File: src/rtl/interp_buffer_sequencer_pkg.sv
// Shared definitions for the 2nd-pass row buffer sequencer: default
// geometry of the 9 x 165-bit row bank and the two-phase state encoding.
package interp_buffer_sequencer_pkg;

  // Rows per block (N+T-1); number of bank entries used.
  localparam int unsigned DEF_DEPTH  = 9;
  // Row width in bits: packed signed samples, never inspected here.
  localparam int unsigned DEF_DATA_W = 165;
  // Bank address width; 2**DEF_ADDR_W must cover DEF_DEPTH entries.
  localparam int unsigned DEF_ADDR_W = 4;
  // Index of the final row in a block.
  localparam int unsigned LAST       = DEF_DEPTH - 1;

  // FILL writes 1st-pass rows into the bank, DRAIN reads them back out.
  typedef enum logic {
    ST_FILL  = 1'b0,
    ST_DRAIN = 1'b1
  } state_e;

endpackage

File: src/rtl/interp_buffer_sequencer.sv
// Control end of the 2nd-pass row buffer. Writes one block of DEPTH rows
// into the bank at addresses 0..DEPTH-1, then reads them back in order and
// hands them to the 2nd pass over a valid/ready handshake. The bank has a
// 1-cycle registered read that holds its value while no read is issued, so
// the output row stays stable under backpressure without a local copy.
module interp_buffer_sequencer
  import interp_buffer_sequencer_pkg::*;
#(
  parameter int unsigned DEPTH  = DEF_DEPTH,
  parameter int unsigned DATA_W = DEF_DATA_W,
  parameter int unsigned ADDR_W = DEF_ADDR_W
) (
  input  logic              clk_i,
  input  logic              rst_async_n_i,
  input  logic [DATA_W-1:0] row_in_i,
  input  logic              row_in_valid_i,
  output logic              row_in_ready_o,
  output logic [ADDR_W-1:0] buf_addr_sel_o,
  output logic [DATA_W-1:0] buf_data_in_o,
  output logic              buf_write_en_o,
  output logic              buf_read_en_o,
  input  logic [DATA_W-1:0] buf_data_out_i,
  output logic [DATA_W-1:0] row_out_o,
  output logic              row_out_valid_o,
  input  logic              row_out_ready_i,
  output logic              block_done_o
);

  // The read counter must reach DEPTH itself ("all reads issued"), so it
  // carries one extra bit beyond the bank address.
  localparam int unsigned       CNT_W   = ADDR_W + 1;
  localparam logic [ADDR_W-1:0] WR_LAST = ADDR_W'(DEPTH - 1);
  localparam logic [ADDR_W-1:0] WR_ONE  = ADDR_W'(1);
  localparam logic [CNT_W-1:0]  RD_END  = CNT_W'(DEPTH);
  localparam logic [CNT_W-1:0]  RD_ONE  = CNT_W'(1);

  state_e              state_q, state_d;
  logic [ADDR_W-1:0]   wr_cnt_q, wr_cnt_d;
  logic [CNT_W-1:0]    rd_cnt_q, rd_cnt_d;
  logic                out_valid_q, out_valid_d;
  // Low during reset and for the first edge after it, so the input side
  // reports not-ready until reset has really been released.
  logic                live_q;

  logic                in_ready_s;
  logic                write_s;
  logic                issue_s;
  logic                xfer_s;
  logic                done_s;
  logic [ADDR_W-1:0]   addr_s;

  // Next-state, counter and strobe decode for both phases.
  always_comb begin
    state_d     = state_q;
    wr_cnt_d    = wr_cnt_q;
    rd_cnt_d    = rd_cnt_q;
    out_valid_d = out_valid_q;
    in_ready_s  = 1'b0;
    write_s     = 1'b0;
    issue_s     = 1'b0;
    xfer_s      = 1'b0;
    done_s      = 1'b0;
    addr_s      = {ADDR_W{1'b0}};

    case (state_q)
      ST_FILL: begin
        in_ready_s = live_q;
        if (live_q && row_in_valid_i) begin
          write_s = 1'b1;
          addr_s  = wr_cnt_q;
          if (wr_cnt_q == WR_LAST) begin
            wr_cnt_d = {ADDR_W{1'b0}};
            state_d  = ST_DRAIN;
          end else begin
            wr_cnt_d = wr_cnt_q + WR_ONE;
          end
        end else begin
          wr_cnt_d = wr_cnt_q;
        end
      end

      ST_DRAIN: begin
        // Only read when the output slot is empty or being emptied, so the
        // bank read register is never overwritten under a stalled row.
        xfer_s      = out_valid_q & row_out_ready_i;
        issue_s     = (rd_cnt_q < RD_END) && (!out_valid_q || row_out_ready_i);
        out_valid_d = issue_s | (out_valid_q & ~row_out_ready_i);
        if (issue_s) begin
          addr_s   = rd_cnt_q[ADDR_W-1:0];
          rd_cnt_d = rd_cnt_q + RD_ONE;
        end else if (xfer_s && (rd_cnt_q == RD_END)) begin
          // Last row leaves this cycle; refill only starts next cycle.
          done_s   = 1'b1;
          rd_cnt_d = {CNT_W{1'b0}};
          state_d  = ST_FILL;
        end else begin
          rd_cnt_d = rd_cnt_q;
        end
      end

      default: begin
        state_d     = ST_FILL;
        wr_cnt_d    = {ADDR_W{1'b0}};
        rd_cnt_d    = {CNT_W{1'b0}};
        out_valid_d = 1'b0;
      end
    endcase
  end

  // State, counters and output-valid flag; reset discards any partial block.
  always_ff @(posedge clk_i or negedge rst_async_n_i) begin
    if (!rst_async_n_i) begin
      state_q     <= ST_FILL;
      wr_cnt_q    <= {ADDR_W{1'b0}};
      rd_cnt_q    <= {CNT_W{1'b0}};
      out_valid_q <= 1'b0;
      live_q      <= 1'b0;
    end else begin
      state_q     <= state_d;
      wr_cnt_q    <= wr_cnt_d;
      rd_cnt_q    <= rd_cnt_d;
      out_valid_q <= out_valid_d;
      live_q      <= 1'b1;
    end
  end

  assign row_in_ready_o  = in_ready_s;
  assign buf_addr_sel_o  = addr_s;
  assign buf_data_in_o   = row_in_i;
  assign buf_write_en_o  = write_s;
  assign buf_read_en_o   = issue_s;
  assign row_out_o       = buf_data_out_i;
  assign row_out_valid_o = out_valid_q;
  assign block_done_o    = done_s;

endmodule

File: config.mk
export PLATFORM = sky130hd
export DESIGN_NAME = interp_buffer_sequencer
export DESIGN_NICKNAME = d
export VERILOG_FILES = /design/src/rtl/interp_buffer_sequencer_pkg.sv /design/src/rtl/interp_buffer_sequencer.sv
export SDC_FILE = /design/constraint.sdc
export NUM_CORES = 1
export LEC_CHECK = 0
export CAP_MARGIN = 25
export CELL_PAD_IN_SITES_DETAIL_PLACEMENT = 1
export CELL_PAD_IN_SITES_GLOBAL_PLACEMENT = 2
export CORE_AREA = 2 2 265 267
export DETAILED_ROUTE_END_ITERATION = 10
export DIE_AREA = 0 0 267 269
export DONT_BUFFER_PORTS = 1
export GPL_TIMING_DRIVEN = 0
export PLACE_DENSITY_LB_ADDON = 0.12
export REMOVE_ABC_BUFFERS = 1
export SYNTH_ARGS = -nofsm -noshare
export SYNTH_HDL_FRONTEND = slang
export SYNTH_SLANG_ARGS = --single-unit
File: constraint.sdc
create_clock -name clk_i -period 2.2 [get_ports clk_i]
set_input_delay 0.11 -clock clk_i [delete_from_list [all_inputs] [get_ports clk_i]]
set_output_delay 0.11 -clock clk_i [all_outputs]
set_load 0.005 [all_outputs]
==> run_results.csv, run 1 <==
group,metric,value,unit
synth,syn-instance-count,406,
synth,synth-xor-area-share,0,%
min_path,min_delay_path_depth,2,
floorplanning,floorplan.io_pins,673,
timing,totalNegativeSetupSlack,0,ns
floorplanning,initial_core_util,4.62,%
synth,synth_largest_area_cell,"buf_4",
timing,timing.final.crit_period,2.01,ns
placement,portBuffers,0,
synth,synth_top_family_by_area,"buffers and inverters",
cts,clock_latency,0.25,ns
grt,grt_pass1_wl,124000,um
synth,syn_area,3200,sq um
critical_path,ff2ff_path_depth,4,
synth,synth-compound-area-share,4.96,%
floorplanning,fp.dieArea,71800,sq um
cts,clock_tree.htree_level_count,1,
cts,cts.sink_count,12,
critical_path,start_kind,"register",
detailed_routing,met1_length,6240,um
synth,synth.most_common_cell,"buf_4",
timing,setup_viol,0,
synth,synth_top_flop_cell,"dfrtp_1",
grt,gr-total-overflow,0,
cells_and_area,layout.nets,417,
critical_path,setup.worst_path.class,"reg -> out",
timing,hold_viol_final,0,
cells_and_area,layout_cells_sized_above_1,19.5,%
timing,unrepaired_setup_endpoints_after_global_routing,"false",
floorplanning,coreArea,69300,sq um
synth,synth_seq_cells,12,
grt,antenna_found_initial,0,
floorplanning,std_cell_rows,97,
detailed_routing,avgRoutedWirePerCell,118,um
synth,synth_adder_area_share,1.56,%
cts,maximum_buffer_depth_of_the_clock_tree,2,
timing,final_max_slew_viol_count,0,
outcome,status,"finished clean",
synth,ys_async_sr_fraction,100,%
cts,cts.clk_slew.worst_paths,0.05,ns
detailed_routing,num_vias,2335,
synth,yosys.cell_types.count,30,
critical_path,r2r-end,"rd_cnt_q[0]$_DFFE_PN0P_",
synth,synth_mux_area_share,1.02,%
detailed_routing,route.final.wire_length,120000,um
timing,min_period_over_period,91.4,%
timing,transition_time_at_the_pin_with_the_least_slew_margin,0.799,ns
synth,netlist_top_cells_count,"330 x buf_4, 12 x dfrtp_1, 9 x nand2_1, 7 x o21ai_0, 6 x nor2_1",
detailed_routing,detail_route.vias_per_cell,2.30,
timing,worst_slack,0.189,ns
floorplanning,die_y,269,um
detailed_routing,wl_met2,65300,um
detailed_routing,detailedRoute.firstIterationViolations,536,
critical_path,required,2.09,ns
cts,cts_tree,"built",
synth,ys_seq_area_share,9.38,%
detailed_routing,remaining_drc_errors,0,
critical_path,crit_arrival,1.90,ns
detailed_routing,detailroute.wirelength.met3,37700,um
synth,synthDominantCellAreaShare,77.4,%
power_and_ir_drop,power.ir.vdd_worst,208,uV
placement,placement.setup.worst_slack,0.187,ns
placement,place_congestion,1.48,
job,max_cap_violations,0,
min_path,min-delay-start,"row_out_ready_i",
critical_path,worstReg2RegStart,"state_q$_DFF_PN0_",
floorplanning,dieWidth,267,um
detailed_routing,route.top_layer_used,"met5",
detailed_routing,detailedRoute.firstPassIterationCount,4,
detailed_routing,antenna_violating_nets_post_route,0,
cells_and_area,syn2layout_area_growth,-38.3,%
power_and_ir_drop,power_per_cell_area,730,nW/um^2
min_path,min_to,"row_out_valid_o$_DFFE_PN0P_",
timing,max-slew-margin-rel,46.6,%
cts,cts_inserted_buffers,3,
synth,number_of_synthesized_flops_with_an_enable_pin,0,
cells_and_area,n_fill_cell,8292,
grt,grt_max_degree,14,
synth,avgSynthCellArea,7.89,sq um
min_path,min_path_type,"in -> reg",
critical_path,r2r_slack,0.21,ns
grt,global_route.usage.total,32.5,%
cts,root_buffer,"clkbuf_16",
synth,post_synth_main_area_contributors,"buf_4 77%, dfrtp_1 9.4%, ha_1 1.6%",
critical_path,crit_path_max_fanout,8,
synth,synth_simple_gate_area_share,4.38,%
power_and_ir_drop,power_leakage,0.000372,uW
grt,grt_pass1_vias,1635,
synth,yosys_warnings,0,
timing,max_clock_freq,497,MHz
placement,post-dp-hpwl,119000,um
timing,final_setup_skew,0.00627,ns
critical_path,end_kind,"primary output",
cells_and_area,num_antenna_cells,0,
## final cells by class
| class | count | area, sq um | area share (%) |
|---|---|---|---|
| well taps | 940 | 1180 | 59.5 |
| clock buffers | 3 | 75.1 | 3.80 |
| multi-input cells | 56 | 395 | 20.0 |
| repair buffers | 1 | 10.0 | 0.506 |
| inverters | 5 | 18.8 | 0.949 |
| flip-flops and latches | 12 | 302 | 15.3 |
## stage by stage
step	total power, uW	std cells	utilization, %	hold slack (ns)	cell area, sq um
floorplan	824	73	-	-0.186	704
global placement	1120	1013	2.71	-0.185	1880
detailed placement	1100	1013	2.71	-0.185	1880
CTS	1470	1017	2.84	0.0607	1970
global route	1580	1017	2.85	0.0823	1980
finish	1440	1017	2.85	0.0594	1980
## cell usage in the layout, fill, tap and decap left out, types with 3 or more instances in the layout
cell type | netlist | routed
ha_1 | 4 | 4
a22o_1 | 4 | 4
inv_1 | 5 | 5
clkbuf_16 | 0 | 3
o21ai_0 | 7 | 7
a22o_2 | 3 | 3
nand2_1 | 9 | 9
dfrtp_1 | 12 | 11
nor2_1 | 6 | 5
## flip-flops by register name, summed over array words and instances (netlist names)
signal           count
rd_cnt_q             5
row_out_valid_o      1
state_q              1
live_q               1
wr_cnt_q             4
## metal layers
layer / vias to the layer above / track usage (%)
li1: 271 / -
met1: 699 / 3.29
met2: 1205 / 63.3
met3: 106 / 49.8
met4: 54 / 18.4
met5: - / 30.9
## where the power goes
| group | internal (uW) | switching [uW] | leakage [uW] |
|---|---|---|---|
| Sequential | 317 | 240 | 0.000140 |
| Combinational | 234 | 300 | 0.000194 |
| Clock | 239 | 113 | 0.0000370 |
| Total | 789 | 653 | 0.000372 |
## critical path: stages (launching register included)
cell and delay, ns:
dfrtp_1 0.60, nor2b_1 0.27, nand2_1 0.19, nor2_1 0.59
## cell families after synthesis
group | count (synthesis)
flops | 12
mux | 3
simple gates | 27
fa+ha+maj | 4
other cells | 1
compound gates | 21
buf+inv | 338
## what timing repair did
item	in CTS	in global routing
endpoints found under the hold margin	12	0
hold buffers	1	0
buffers inserted	0	0
pin swaps	0	0
gates resized for setup	1	2
setup endpoints to repair	1	1
## worst max-delay path by stage
stage / from / end / slack (ns) / cells after the start
after global routing: rd_cnt_q[1]$_DFFE_PN0P_ / block_done_o / 0.06 / 6
after detailed placement: state_q$_DFF_PN0_ / rd_cnt_q[0]$_DFFE_PN0P_ / 0.19 / 4
final: state_q$_DFF_PN0_ / buf_read_en_o / 0.19 / 3
after floorplan: rd_cnt_q[1]$_DFFE_PN0P_ / rd_cnt_q[0]$_DFFE_PN0P_ / 0.84 / 4
after CTS: rd_cnt_q[0]$_DFFE_PN0P_ / block_done_o / 0.07 / 5
after global placement: rd_cnt_q[0]$_DFFE_PN0P_ / block_done_o / 0.18 / 5
Note: power is estimated with default switching activity, not from simulation.
==> inputs of run 2 (changes only) <==
- CORE_AREA: 2 2 265 267 -> 2 2 260 262
- DIE_AREA: 0 0 267 269 -> 0 0 262 264
- clock period: 2.2 -> 2 ns (I/O delays scaled with it)
==> run_results.csv, run 2 (synthesis results as in run 1) <==
group,metric,value,unit
outcome,status,"finished clean",
floorplanning,initial_core_util,4.81,%
placement,placement.setup.worst_slack,-0.244,ns
cells_and_area,n_fill_cell,7954,
detailed_routing,route.final.wire_length,121000,um
grt,antenna_found_initial,0,
timing,final_setup_skew,0.00436,ns
cells_and_area,final_cell_count_no_fill,954,
critical_path,required,1.90,ns
floorplanning,coreArea,66600,sq um
floorplanning,die_y,264,um
grt,grt_max_degree,14,
job,max_cap_violations,0,
detailed_routing,detail_route.vias_per_cell,2.72,
cts,cts.sink_count,12,
cts,maximum_buffer_depth_of_the_clock_tree,2,
cells_and_area,layout_cells_sized_above_1,27.5,%
detailed_routing,detailedRoute.firstPassIterationCount,4,
cells_and_area,syn2layout_area_growth,-39.4,%
timing,unrepaired_setup_endpoints_after_global_routing,"false",
cts,cts_tree,"built",
cells_and_area,layout_common_cells,"9 x nand2_1, 9 x dfrtp_1, 6 x o21ai_0",
cells_and_area,register_ranked_first_by_flip_flop_count,"rd_cnt_q",
power_and_ir_drop,power.ir.vdd_worst,227,uV
critical_path,setup.worst_path.class,"reg -> out",
timing,setup_viol,0,
floorplanning,fp.dieArea,69200,sq um
power_and_ir_drop,power_per_cell_area,892,nW/um^2
detailed_routing,detailedRoute.firstIterationViolations,379,
placement,place_congestion,1.29,
grt,grt_pass1_vias,1791,
floorplanning,floorplan.io_pins,673,
cts,cts_inserted_buffers,3,
timing,hold_viol_final,0,
critical_path,crit_arrival,1.76,ns
timing,final_max_slew_viol_count,0,
placement,placed_cells_incl_taps,946,
critical_path,start_kind,"register",
critical_path,end_kind,"primary output",
cells_and_area,top_regs,"rd_cnt_q (5), wr_cnt_q (4)",
cts,clock_tree.htree_level_count,1,
grt,global_route.usage.total,33.9,%
floorplanning,dieWidth,262,um
detailed_routing,num_vias,2593,
power_and_ir_drop,finalPower,1730,uW
critical_path,cp-startpoint,"rd_cnt_q[1]$_DFFE_PN0P_",
timing,transition_time_at_the_pin_with_the_least_slew_margin,0.824,ns
detailed_routing,antenna_violating_nets_post_route,0,
floorplanning,std_cell_rows,95,
detailed_routing,remaining_drc_errors,0,
timing,max_clock_freq,539,MHz
detailed_routing,avgRoutedWirePerCell,127,um
cells_and_area,largest_register_ffs,5,
timing,min_period_over_period,92.8,%
critical_path,r2r-end,"wr_cnt_q[2]$_DFFE_PN0P_",
timing,max-slew-margin-rel,44.9,%
critical_path,ff2ff_path_depth,4,
cts,clock_latency,0.25,ns
cts,cts.clk_slew.worst_paths,0.05,ns
grt,grt_pass1_wl,125000,um
placement,portBuffers,0,
grt,gr-total-overflow,0,
cells_and_area,layout.nets,419,
cells_and_area,final_area,1940,sq um
power_and_ir_drop,power_leakage,0.000395,uW
critical_path,r2r_slack,0.34,ns
critical_path,crit_end,"block_done_o",
critical_path,worstReg2RegStart,"state_q$_DFF_PN0_",
timing,worst_slack,0.144,ns
placement,placement.cell_area,1800,sq um
timing,timing.final.crit_period,1.86,ns
critical_path,crit_path_max_fanout,9,
cts,root_buffer,"clkbuf_16",
placement,post-dp-hpwl,119000,um
min_path,min_path_type,"in -> reg",
run 2: final cells by class:
class	count	area, sq um	share of cell area (%)
Antenna cell	1	2.50	0.129
Sequential cell	12	304	15.7
Tap cell	873	1090	56.3
Multi-Input combinational cell	56	410	21.1
Clock buffer	4	88.8	4.57
Inverter	5	18.8	0.966
Timing Repair Buffer	3	25.0	1.29
run 2: how the worst min path moves through the flow:
stage | from | to | slack [ns] | cells past startpoint
3_3_place_gp | rst_async_n_i | row_out_valid_o$_DFFE_PN0P_ | -0.19 | 0
3_5_place_dp | rst_async_n_i | row_out_valid_o$_DFFE_PN0P_ | -0.19 | 0
2_1_floorplan | rst_async_n_i | live_q$_DFF_PN0_ | -0.20 | 0
4_1_cts | row_out_ready_i | row_out_valid_o$_DFFE_PN0P_ | 0.04 | 2
6_report | row_out_ready_i | row_out_valid_o$_DFFE_PN0P_ | 0.05 | 2
5_1_grt | row_out_ready_i | row_out_valid_o$_DFFE_PN0P_ | 0.05 | 2
run 2: worst max-delay path, stage by stage, from the launching register on:
cell and delay [ns]:
dfrtp_2 0.50, inv_1 0.09, ha_1 0.17, nand4b_1 0.13
nor2_1 0.18, o21ai_1 0.20, nor2_2 0.24
run 2: through the flow:
stage / hold slack, ns / utilization [%] / TNS (ns)
2_1_floorplan: -0.196 / - / 0
3_3_place_gp: -0.194 / 2.70 / -0.260
3_5_place_dp: -0.194 / 2.70 / -0.244
4_1_cts: 0.0433 / 2.89 / 0
5_1_grt: 0.0519 / 2.91 / 0
6_report: 0.0459 / 2.92 / 0
run 2: timing repair:
item	4_1_cts	5_1_grt
gates resized for setup	8	1
buffers inserted	0	2
setup endpoints to repair	5	3
endpoints found under the hold margin	12	0
pin swaps	1	1
hold buffers	1	0
run 2: per-layer routing:
layer	up-vias	GRT usage (%)	routed length [um]
met3	158	51.7	37200
met2	1329	61.3	61900
met1	777	3.48	6510
li1	277	-	-
met4	52	27.3	12100
met5	-	34.0	3100
run 2: report_power, final:
group / internal (uW) / leakage [uW] / switching [uW]
Sequential: 353 / 0.000138 / 241
Clock: 305 / 0.0000442 / 145
Combinational: 291 / 0.000212 / 398
